[src/rtl/alu_pipe.sv]
// rtl/alu_pipe.sv - two-stage pipelined integer ALU with bypass capture and stage-2 self-forwarding
module alu_pipe #(
    parameter int DATA_W     = 32,
    parameter int PREG_W     = 6,
    parameter int ROB_W      = 6,
    parameter int NUM_BYPASS = 2
) (
    input  logic                         clk,
    input  logic                         rst_n,
    input  logic                         flush,
    input  logic                         in_valid,
    output logic                         in_ready,
    input  logic [4:0]                   in_op,
    input  logic [DATA_W-1:0]            in_src0,
    input  logic [DATA_W-1:0]            in_src1,
    input  logic [PREG_W-1:0]            in_src0_tag,
    input  logic [PREG_W-1:0]            in_src1_tag,
    input  logic                         in_src0_re,
    input  logic                         in_src1_re,
    input  logic [DATA_W-1:0]            in_imm,
    input  logic [PREG_W-1:0]            in_dst,
    input  logic                         in_dst_we,
    input  logic [ROB_W-1:0]             in_rob_id,
    input  logic [NUM_BYPASS-1:0]        byp_valid,
    input  logic [NUM_BYPASS*PREG_W-1:0] byp_tag,
    input  logic [NUM_BYPASS*DATA_W-1:0] byp_data,
    output logic                         out_valid,
    input  logic                         out_ready,
    output logic [DATA_W-1:0]            out_data,
    output logic [PREG_W-1:0]            out_dst,
    output logic                         out_we,
    output logic [ROB_W-1:0]             out_rob_id,
    output logic                         out_ovf
);
    localparam int SH_W = $clog2(DATA_W);
    localparam logic [DATA_W-1:0] ONE = DATA_W'(1);

    localparam logic [4:0] OP_ADD  = 5'd0;
    localparam logic [4:0] OP_ADDU = 5'd1;
    localparam logic [4:0] OP_SUB  = 5'd2;
    localparam logic [4:0] OP_SUBU = 5'd3;
    localparam logic [4:0] OP_SLT  = 5'd4;
    localparam logic [4:0] OP_SLTU = 5'd5;
    localparam logic [4:0] OP_AND  = 5'd6;
    localparam logic [4:0] OP_OR   = 5'd7;
    localparam logic [4:0] OP_XOR  = 5'd8;
    localparam logic [4:0] OP_NOR  = 5'd9;
    localparam logic [4:0] OP_LUI  = 5'd10;
    localparam logic [4:0] OP_SLL  = 5'd11;
    localparam logic [4:0] OP_SRL  = 5'd12;
    localparam logic [4:0] OP_SRA  = 5'd13;
    localparam logic [4:0] OP_CLZ  = 5'd14;
    localparam logic [4:0] OP_CLO  = 5'd15;
    localparam logic [4:0] OP_MOVE = 5'd16;

    function automatic logic [DATA_W-1:0] lead_zeros(input logic [DATA_W-1:0] v);
        logic [DATA_W-1:0] n;
        logic              done;
        n    = '0;
        done = 1'b0;
        for (int i = DATA_W - 1; i >= 0; i--) begin
            if (!done && !v[i]) n = n + ONE;
            else done = 1'b1;
        end
        return n;
    endfunction

    logic                s1_valid;
    logic [4:0]          s1_op;
    logic [DATA_W-1:0]   s1_a, s1_b;
    logic [PREG_W-1:0]   s1_tag0, s1_tag1, s1_dst;
    logic                s1_re0, s1_re1, s1_we;
    logic [ROB_W-1:0]    s1_rob;

    logic                s1_advance;
    logic [DATA_W-1:0]   cap0, cap1;
    logic [DATA_W-1:0]   op_a, op_b, addend, sum, res;
    logic                is_sub, ovf_raw, ovf;
    logic [SH_W-1:0]     shamt;

    // S2 drains on out_ready; S1 may move whenever S2 is empty or draining.
    assign s1_advance = !out_valid || out_ready;
    assign in_ready   = !s1_valid || s1_advance;

    // Walk channels from the top down so the lowest matching index wins.
    always_comb begin
        cap0 = in_src0;
        cap1 = in_src1;
        for (int i = NUM_BYPASS - 1; i >= 0; i--) begin
            if (in_src0_re && byp_valid[i] && byp_tag[i*PREG_W +: PREG_W] == in_src0_tag)
                cap0 = byp_data[i*DATA_W +: DATA_W];
            if (in_src1_re && byp_valid[i] && byp_tag[i*PREG_W +: PREG_W] == in_src1_tag)
                cap1 = byp_data[i*DATA_W +: DATA_W];
        end
        if (!in_src1_re) cap1 = in_imm;
    end

    always_ff @(posedge clk or negedge rst_n) begin
        if (!rst_n) begin
            s1_valid <= 1'b0;
            s1_op    <= '0;
            s1_a     <= '0;
            s1_b     <= '0;
            s1_tag0  <= '0;
            s1_tag1  <= '0;
            s1_re0   <= 1'b0;
            s1_re1   <= 1'b0;
            s1_dst   <= '0;
            s1_we    <= 1'b0;
            s1_rob   <= '0;
        end else if (flush) begin
            s1_valid <= 1'b0;
        end else if (in_ready) begin
            s1_valid <= in_valid;
            if (in_valid) begin
                s1_op   <= in_op;
                s1_a    <= cap0;
                s1_b    <= cap1;
                s1_tag0 <= in_src0_tag;
                s1_tag1 <= in_src1_tag;
                s1_re0  <= in_src0_re;
                s1_re1  <= in_src1_re;
                s1_dst  <= in_dst;
                s1_we   <= in_dst_we;
                s1_rob  <= in_rob_id;
            end
        end
    end

    // The S2 result overrides whatever S1 captured, so dependent ops can issue back-to-back.
    assign op_a = (out_valid && out_we && s1_re0 && out_dst == s1_tag0) ? out_data : s1_a;
    assign op_b = (out_valid && out_we && s1_re1 && out_dst == s1_tag1) ? out_data : s1_b;

    always_comb begin
        is_sub  = (s1_op == OP_SUB) || (s1_op == OP_SUBU) || (s1_op == OP_SLT);
        addend  = is_sub ? ~op_b : op_b;
        sum     = op_a + addend + (is_sub ? ONE : '0);
        ovf_raw = (op_a[DATA_W-1] == addend[DATA_W-1]) && (sum[DATA_W-1] != op_a[DATA_W-1]);
        shamt   = op_a[SH_W-1:0];
        res     = '0;
        ovf     = 1'b0;
        case (s1_op)
            OP_ADD:  begin res = sum; ovf = ovf_raw; end
            OP_ADDU: res = sum;
            OP_SUB:  begin res = sum; ovf = ovf_raw; end
            OP_SUBU: res = sum;
            OP_SLT:  res = {{(DATA_W-1){1'b0}}, sum[DATA_W-1] ^ ovf_raw};
            OP_SLTU: res = {{(DATA_W-1){1'b0}}, op_a < op_b};
            OP_AND:  res = op_a & op_b;
            OP_OR:   res = op_a | op_b;
            OP_XOR:  res = op_a ^ op_b;
            OP_NOR:  res = ~(op_a | op_b);
            OP_LUI:  res = op_b << 16;
            OP_SLL:  res = op_b << shamt;
            OP_SRL:  res = op_b >> shamt;
            OP_SRA:  res = $signed(op_b) >>> shamt;
            OP_CLZ:  res = lead_zeros(op_a);
            OP_CLO:  res = lead_zeros(~op_a);
            OP_MOVE: res = op_a;
            default: res = '0;
        endcase
    end

    always_ff @(posedge clk or negedge rst_n) begin
        if (!rst_n) begin
            out_valid  <= 1'b0;
            out_data   <= '0;
            out_dst    <= '0;
            out_we     <= 1'b0;
            out_rob_id <= '0;
            out_ovf    <= 1'b0;
        end else if (flush) begin
            out_valid <= 1'b0;
        end else if (s1_advance) begin
            out_valid <= s1_valid;
            if (s1_valid) begin
                out_data   <= res;
                out_dst    <= s1_dst;
                out_we     <= s1_we && !ovf;
                out_rob_id <= s1_rob;
                out_ovf    <= ovf;
            end
        end
    end
endmodule

[config.mk]
export PLATFORM = sky130hd
export DESIGN_NAME = alu_pipe
export DESIGN_NICKNAME = d
export VERILOG_FILES = /design/src/rtl/alu_pipe.sv
export SDC_FILE = /design/constraint.sdc
export NUM_CORES = 1
export LEC_CHECK = 0
export BUFFER_PORTS_ARGS = -buffer_cell sky130_fd_sc_hd__buf_2
export CAP_MARGIN = 20
export CORE_MARGIN = 3
export CORE_UTILIZATION = 55
export CTS_BUF_LIST = sky130_fd_sc_hd__clkbuf_16
export DETAILED_ROUTE_END_ITERATION = 8
export PLACE_DENSITY = 0.78
export SLEW_MARGIN = 25
export SYNTH_ARGS = -nofsm -noshare
export SYNTH_HDL_FRONTEND = slang
export SYNTH_SLANG_ARGS = --single-unit
[constraint.sdc]
create_clock -name clk -period 26.5 [get_ports clk]
set_clock_uncertainty 0.2 [all_clocks]
set_input_delay 1.325 -clock clk [delete_from_list [all_inputs] [get_ports clk]]
set_output_delay 1.325 -clock clk [all_outputs]
set_load 0.01 [all_outputs]
==> results of run 1 <==
==> state kept, by name (all words and copies together) (netlist names), 6 cells and up <==
name / flops
s1_b: 32
s1_rob: 6
s1_tag1: 6
s1_a: 32
s1_dst: 6
out_dst: 6
out_data: 32
s1_tag0: 6
out_rob_id: 6
==> tightest hold or removal path, stage by stage (launching register included) <==
cell	delay, ps
dfrtp_1	340
nand2_1	50
o21ai_0	60
==> routing by layer <==
metal  part of all wire  up-vias  global-route usage
met5           0.000095        -                   0
met4              0.057        2               0.193
met3               0.11      300              0.0942
met2               0.43     1574               0.606
met1               0.40    12500               0.510
li1                   -    12300                   -
==> cell families (layout without fill, tap and decap cells) <==
kind of cell | Yosys count | in the layout
muxes | 279 | 279
DFF | 144 | 144
buffers and inverters | 311 | 487
other | 0 | 3
xor gates and xnor gates | 269 | 269
and+or+nand+nor | 1239 | 1239
adders and majority gates | 193 | 193
AOI/OAI and AO/OA | 909 | 909
==> per-stage QoR <==
stage | total power (W) | utilization | hold slack [ps]
final | 0.00139 | 0.620 | 283
after global routing | 0.00147 | 0.619 | 301
after CTS | 0.00135 | 0.619 | 285
after detailed placement | 0.00112 | 0.606 | 270
after global placement | 0.00111 | 0.606 | 262
after floorplan | 0.000848 | - | 241
==> cells in the final DEF, fill, tap and decap left out, types with 60 or more instances in the layout <==
master,count
dfrtp_1,144
ha_1,185
buf_4,60
o21ai_0,316
nor2_1,302
nor3_1,80
nand2_1,496
inv_1,128
buf_2,256
nand3_1,115
mux2i_1,201
mux2_2,65
xor2_1,104
xnor2_1,119
a21oi_1,208
==> worst max path at each step <==
stage                                    to  cells after the start
detailed placement  out_data[6]$_DFFE_PN0P_                    107
floorplan           out_data[6]$_DFFE_PN0P_                    113
global route        out_data[6]$_DFFE_PN0P_                    107
global placement    out_data[6]$_DFFE_PN0P_                    107
finish              out_data[6]$_DFFE_PN0P_                    107
CTS                 out_data[6]$_DFFE_PN0P_                    107
==> where the power goes <==
part	internal [W]	leakage (nW)	switching [W]	total [W]
clock	0.000122	0.273	0.000106	0.000229
combinational	0.000303	10.8	0.000536	0.000839
sequential	0.000258	1.80	0.0000593	0.000318
total	0.000684	12.8	0.000701	0.00139
==> final cells by class <==
cell class / instances / area [sq um]
Multi-Input combinational cell: 2889 / 19800
Fill cell: 4092 / 16600
Sequential cell: 144 / 3600
Timing Repair Buffer: 319 / 1770
Tap cell: 585 / 732
Inverter: 136 / 510
Clock buffer: 17 / 425
Clock inverter: 15 / 126
Antenna cell: 3 / 7.51
==> summary.txt, run 1 <==
Global routing
  – Total grt overflow: 0
  – Initial antenna violation count: 2
  – GRT Util Overall: 0.391
  – Largest net degree at the start of global routing: 125
  – First-pass GRT wire length: 145,000 um
  – Vias in the first global route: 24.9k

Synth
  – Top post-synthesis cells by area: dfrtp_1 (15%), ha_1 (9.4%), mux2i_1 (8.5%), nand2_1 (7.6%), o21ai_0 (6.5%)
  – Yosys top cell by area: dfrtp_1
  – Simple-gate share of the synthesized area: 0.233
  – Synth top area share: 0.147
  – Number of synthesized flops with an enable pin: 0
  – Post-synthesis register bit count: 144
  – Netlist cell types: 122
  – Adder-Cell Fraction of Synth Area: 0.0985
  – Syn Area/Cell: 7.34 sq um
  – Post-synthesis mux area share: 0.119
  – Post-Synthesis Net Count: 3,742
  – Syn. warnings: 0
  – Largest family of logic cells by synthesized area: simple AND/OR/NAND/NOR gates
  – Synth top cells by count: nand2_1 (497), o21ai_0 (317), nor2_1 (304)
  – Mapped Cells: 3,344
  – XOR/XNOR Fraction of Synth Area: 0.119
  – Register area share after synthesis: 0.147
  – Most instantiated library cell after synthesis: nand2_1
  – Synth Cell Area: 24,500 sq um
  – Fraction of registers with async set or reset after synthesis: 1.00
  – Top FF cell, synth: dfrtp_1
  – Compound-cell area share of the yosys netlist: 0.233

Clock tree
  – Post_cts resized: 0
  – Clock Latency Late Sink: 450 ps
  – Worst-path clk slew: 70 ps
  – Post-CTS Hold Buffers: 0
  – Max H-tree Level: 4
  – Post-CTS Setup Inserts: 0
  – CTS max path bufs: 2
  – CTS tree: yes
  – Total CTS buffers: 17
  – Num Clock Sinks: 144
  – CTS Root Cell: clkbuf_16

Placement
  – Placed insts: 4,073
  – Dpl cell area: 26,400 sq um
  – Dpl hpwl: 74,700 um
  – I/O Buffers: 258
  – Routability congestion estimate from global placement: 1.10
  – Post-place setup slack: 3470 ps

Final layout
  – Layout Cells excl Fill: 4,108
  – # nets final: 3,905
  – Layout cells sized above 1: 0.156
  – Post-route cell area: 27,000 sq um
  – Area Overhead vs Synth: 9.99%

Status
  – Status: completed

Setup path
  – Cell mode on critical path: ha_1
  – Crit path kind: flip-flop to flip-flop
  – Reg2reg end: out_data[6]$_DFFE_PN0P_
  – CP Capture Type: flip-flop
  – Worst EP arrival: 23,640 ps
  – R2R depth: 107
  – Crit path required time: 26,600 ps
  – Critical-path top delay cell: mux2i_1
  – Worst Setup SP: out_dst[4]$_DFFE_PN0P_
  – Crit path buf inv count: 7
  – Crit path largest cell delay: 770 ps
  – CP Launch Type: flip-flop
  – Register-to-register setup slack: 2960 ps
  – R2r startpoint: out_dst[4]$_DFFE_PN0P_
  – Top Family by Delay on Critical Path: adder cells
  – Max FO, Critical Path: 36

Pwr
  – Peak supply drop: 0.0000573 V
  – Pleak: 12.8 nW
  – Pwr dens: 51.3 nW/um^2

Floorplan
  – Initial cell density of the core: 0.563
  – Die Ht: 217 um
  – Row cnt: 76
  – I/O pin count: 259
  – Die X: 217 um
  – Die footprint: 47,200 sq um
  – Core area: 43,600 sq um

Min path
  – Hold worst-path end: s1_a[0]$_DFFE_PN0P_
  – Hold depth: 2
  – Hold_sp: s1_a[0]$_DFFE_PN0P_
  – Worst min path class: flip-flop to flip-flop

Routing
  – Initial DRC Count: 3,217
  – Wire per inst: 23.1 um
  – Vias per cell: 6.51
  – TritonRoute pass-1 iters: 6
  – Routed Antenna Nets: 0
  – Vias: 26.8k
  – Final WL: 95,100 um
  – Drc violations: 0

STA
  – Setup TNS Final: 0 ps
  – PnR worst setup slack: 2960 ps
  – Relative slew margins: 0.249
  – Fmax: 0.0425 GHz
  – Count of pins over their slew limit: 0
  – Tcrit/Tclk final: 0.888
  – Worst slew pin tran: 1100 ps
  – Setup violators final: 0
  – Hold Vio Cnt, Final: 0
  – Fin crit period: 23,540 ps
  – RSZ-0062 raised after global routing: false

Job
  – Max cap viols: 0
(Power assumes the default switching activity.)
==> run 2, diff against run 1 <==
RECOVER_POWER = 25   (was unset)
==> run 2 against run 1 <==
  * The flow now finishes with violations (max-capacitance violations, max-slew violations)
  * Clock power is essentially flat
  * First-iteration DRC count grew 6.8%
  * Register-to-register slack gained 40 ps
  * Global-route usage is the same
  * Flip-flop and latch count is the same
  * Hold slack gained 1.5 ps
  * Sequential share of layout area is essentially flat
  * Die area is the same
  * Worst setup slack gained 39 ps
  * Non-clock buffer count is the same
==> summary.txt, run 2 (synthesis results as in run 1) <==
STA
  – Setup violators final: 0 (unchanged)
  – Count of pins over their slew limit: 147 (+147)
  – Tcrit/Tclk final: 0.887 (-0.00146)
  – Fin crit period: 23,500 ps (-38.7 ps)
  – Worst slew pin tran: 4150 ps (+3040 ps)
  – Setup TNS Final: 0 ps (unchanged)
  – RSZ-0062 raised after global routing: false
  – PnR worst setup slack: 3000 ps (+38.7 ps)
  – Relative slew margins: -1.77 (-2.02)
  – Hold Vio Cnt, Final: 0 (unchanged)
  – Fmax: 0.0425 GHz (+0.16%)

Clock tree
  – Num Clock Sinks: 144 (unchanged)
  – CTS tree: yes
  – Post_cts resized: 0 (unchanged)
  – Total CTS buffers: 17 (unchanged)
  – CTS max path bufs: 2 (unchanged)
  – Post-CTS Setup Inserts: 0 (unchanged)
  – Worst-path clk slew: 70 ps (about the same)
  – CTS Root Cell: clkbuf_16
  – Max H-tree Level: 4 (unchanged)
  – Clock Latency Late Sink: 450 ps (about the same)
  – Post-CTS Hold Buffers: 0 (unchanged)

Final layout
  – Commonest cells after routing, fill and taps aside: nand2_1 (496), o21ai_0 (316), nor2_1 (302)
  – Area Overhead vs Synth: 9.93% (about the same)
  – Commonest non-fill, non-tap cell in the layout: nand2_1
  – Layout cells sized above 1: 0.156 (-0.000568)
  – Biggest regs: out_data: 32 flops, s1_a: 32 flops, s1_b: 32 flops
  – Reg area: 3600 sq um (unchanged)
  – Area of the multi-input gates: 19,800 sq um (unchanged)
  – # nets final: 3,905 (unchanged)
  – Fillers: 4,093 (+0.024%)

Routing
  – Wire per inst: 23.2 um (about the same)
  – Final WL: 95,100 um (about the same)
  – Vias: 26.7k (-0.30%)
  – Vias per cell: 6.49 (-0.30%)
  – Initial DRC Count: 3,435 (+6.8%)
  – TritonRoute pass-1 iters: 6 (unchanged)
  – Drc violations: 0 (unchanged)
  – Routed Antenna Nets: 0 (unchanged)

Pwr
  – NetSw: 0.000700 W (-0.18%)
  – Pleak: 12.8 nW (about the same)
  – Switch share: 0.506 (about the same)
  – Clock share of power: 0.165 (about the same)
  – Comb power frac: 0.606 (about the same)
  – Seq pwr share: 0.230 (about the same)
  – Pwr dens: 51.3 nW/um^2 (about the same)
  – Int Pwr: 0.000684 W (about the same)
  – Peak supply drop: 0.0000573 V (about the same)

Global routing
  – Total grt overflow: 0 (unchanged)
  – GRT Util Overall: 0.391 (unchanged)
  – Largest net degree at the start of global routing: 125 (unchanged)
  – Initial antenna violation count: 2 (unchanged)
  – Vias in the first global route: 24.9k (unchanged)
  – First-pass GRT wire length: 145,000 um (unchanged)

Placement
  – Post-place setup slack: 3470 ps (unchanged)
  – Routability congestion estimate from global placement: 1.10 (unchanged)
  – I/O Buffers: 258 (unchanged)
  – Dpl hpwl: 74,700 um (unchanged)

Floorplan
  – Die X: 217 um (unchanged)
  – Core area: 43,600 sq um (unchanged)
  – I/O pin count: 259 (unchanged)
  – Row cnt: 76 (unchanged)
  – Die footprint: 47,200 sq um (unchanged)
  – Initial cell density of the core: 0.563 (unchanged)
  – Die Ht: 217 um (unchanged)

Min path
  – Hold worst-path end: s1_b[7]$_DFFE_PN0P_
  – Worst min path class: flip-flop to flip-flop
  – Hold depth: 2 (unchanged)
  – Hold_sp: s1_b[7]$_DFFE_PN0P_

Setup path
  – Max FO, Critical Path: 36 (unchanged)
  – Worst EP arrival: 23,640 ps (about the same)
  – Critical-path top delay cell: mux2i_1
  – R2R depth: 104 (-2.8%)
  – CP Capture Type: flip-flop
  – Register-to-register setup slack: 3000 ps (+40 ps)
  – Crit path kind: flip-flop to flip-flop
  – Reg2reg end: out_data[4]$_DFFE_PN0P_
  – R2r startpoint: out_dst[4]$_DFFE_PN0P_
  – Cell mode on critical path: ha_1
  – Crit path largest cell delay: 770 ps (about the same)
  – CP Launch Type: flip-flop
  – Crit path required time: 26,640 ps (+40 ps)

Status
  – Status: finished, violations left
  – Failing checks: max-capacitance violations, max-slew violations

Job
  – Max cap viols: 2 (+2)
run 2: cell type report:
type,count,share of cell area
clock buffers,17,0.0158
well taps,585,0.0271
multi-input cells,2889,0.735
flip-flops and latches,144,0.134
diodes,3,0.000278
clock inverters,15,0.00469
inverters,136,0.0189
repair buffers,319,0.0649
run 2: power by group through the flow:
stage / combinational (W) / clock (W) / sequential [W]
after floorplan: 0.000550 / 0 / 0.000298
after global placement: 0.000795 / 0 / 0.000316
after detailed placement: 0.000803 / 0 / 0.000317
after CTS: 0.000810 / 0.000231 / 0.000314
after global routing: 0.000906 / 0.000240 / 0.000321
final: 0.000838 / 0.000228 / 0.000318
run 2: critical path: cells and delay by family (launching register included):
kind,cells,cell delay (ps)
buffers and inverters,6,570
adder cells (fa/ha/maj),28,8790
AND/OR/NAND/NOR,26,3490
multiplexers,9,2610
flip-flops,1,430
AO/OA/AOI/OAI,30,6360
XOR/XNOR,5,940
run 2: stage by stage:
stage	hold slack, ps	cells	total power [W]	utilization	instance area [sq um]
2_1_floorplan	241	3344	0.000848	-	24500
3_3_place_gp	262	4073	0.00111	0.606	26400
3_5_place_dp	270	4073	0.00112	0.606	26400
4_1_cts	285	4105	0.00135	0.619	27000
5_1_grt	301	4105	0.00147	0.619	27000
6_report	284	4108	0.00138	0.619	27000
run 2: metal layers:
layer	routed length, um	GRT usage	vias to the layer above
met5	8	0	-
met4	5420	0.193	2
met3	10700	0.0942	304
met2	41100	0.606	1599
met1	37900	0.510	12400
li1	-	-	12300
run 2: worst max-delay path by stage:
stage	startpoint	end	depth (start not counted)
2_1_floorplan	out_dst[4]$_DFFE_PN0P_	out_data[6]$_DFFE_PN0P_	113
4_1_cts	out_dst[4]$_DFFE_PN0P_	out_data[6]$_DFFE_PN0P_	107
6_report	out_dst[4]$_DFFE_PN0P_	out_data[4]$_DFFE_PN0P_	104
5_1_grt	out_dst[4]$_DFFE_PN0P_	out_data[6]$_DFFE_PN0P_	107
3_5_place_dp	out_dst[4]$_DFFE_PN0P_	out_data[6]$_DFFE_PN0P_	107
3_3_place_gp	out_dst[4]$_DFFE_PN0P_	out_data[6]$_DFFE_PN0P_	107
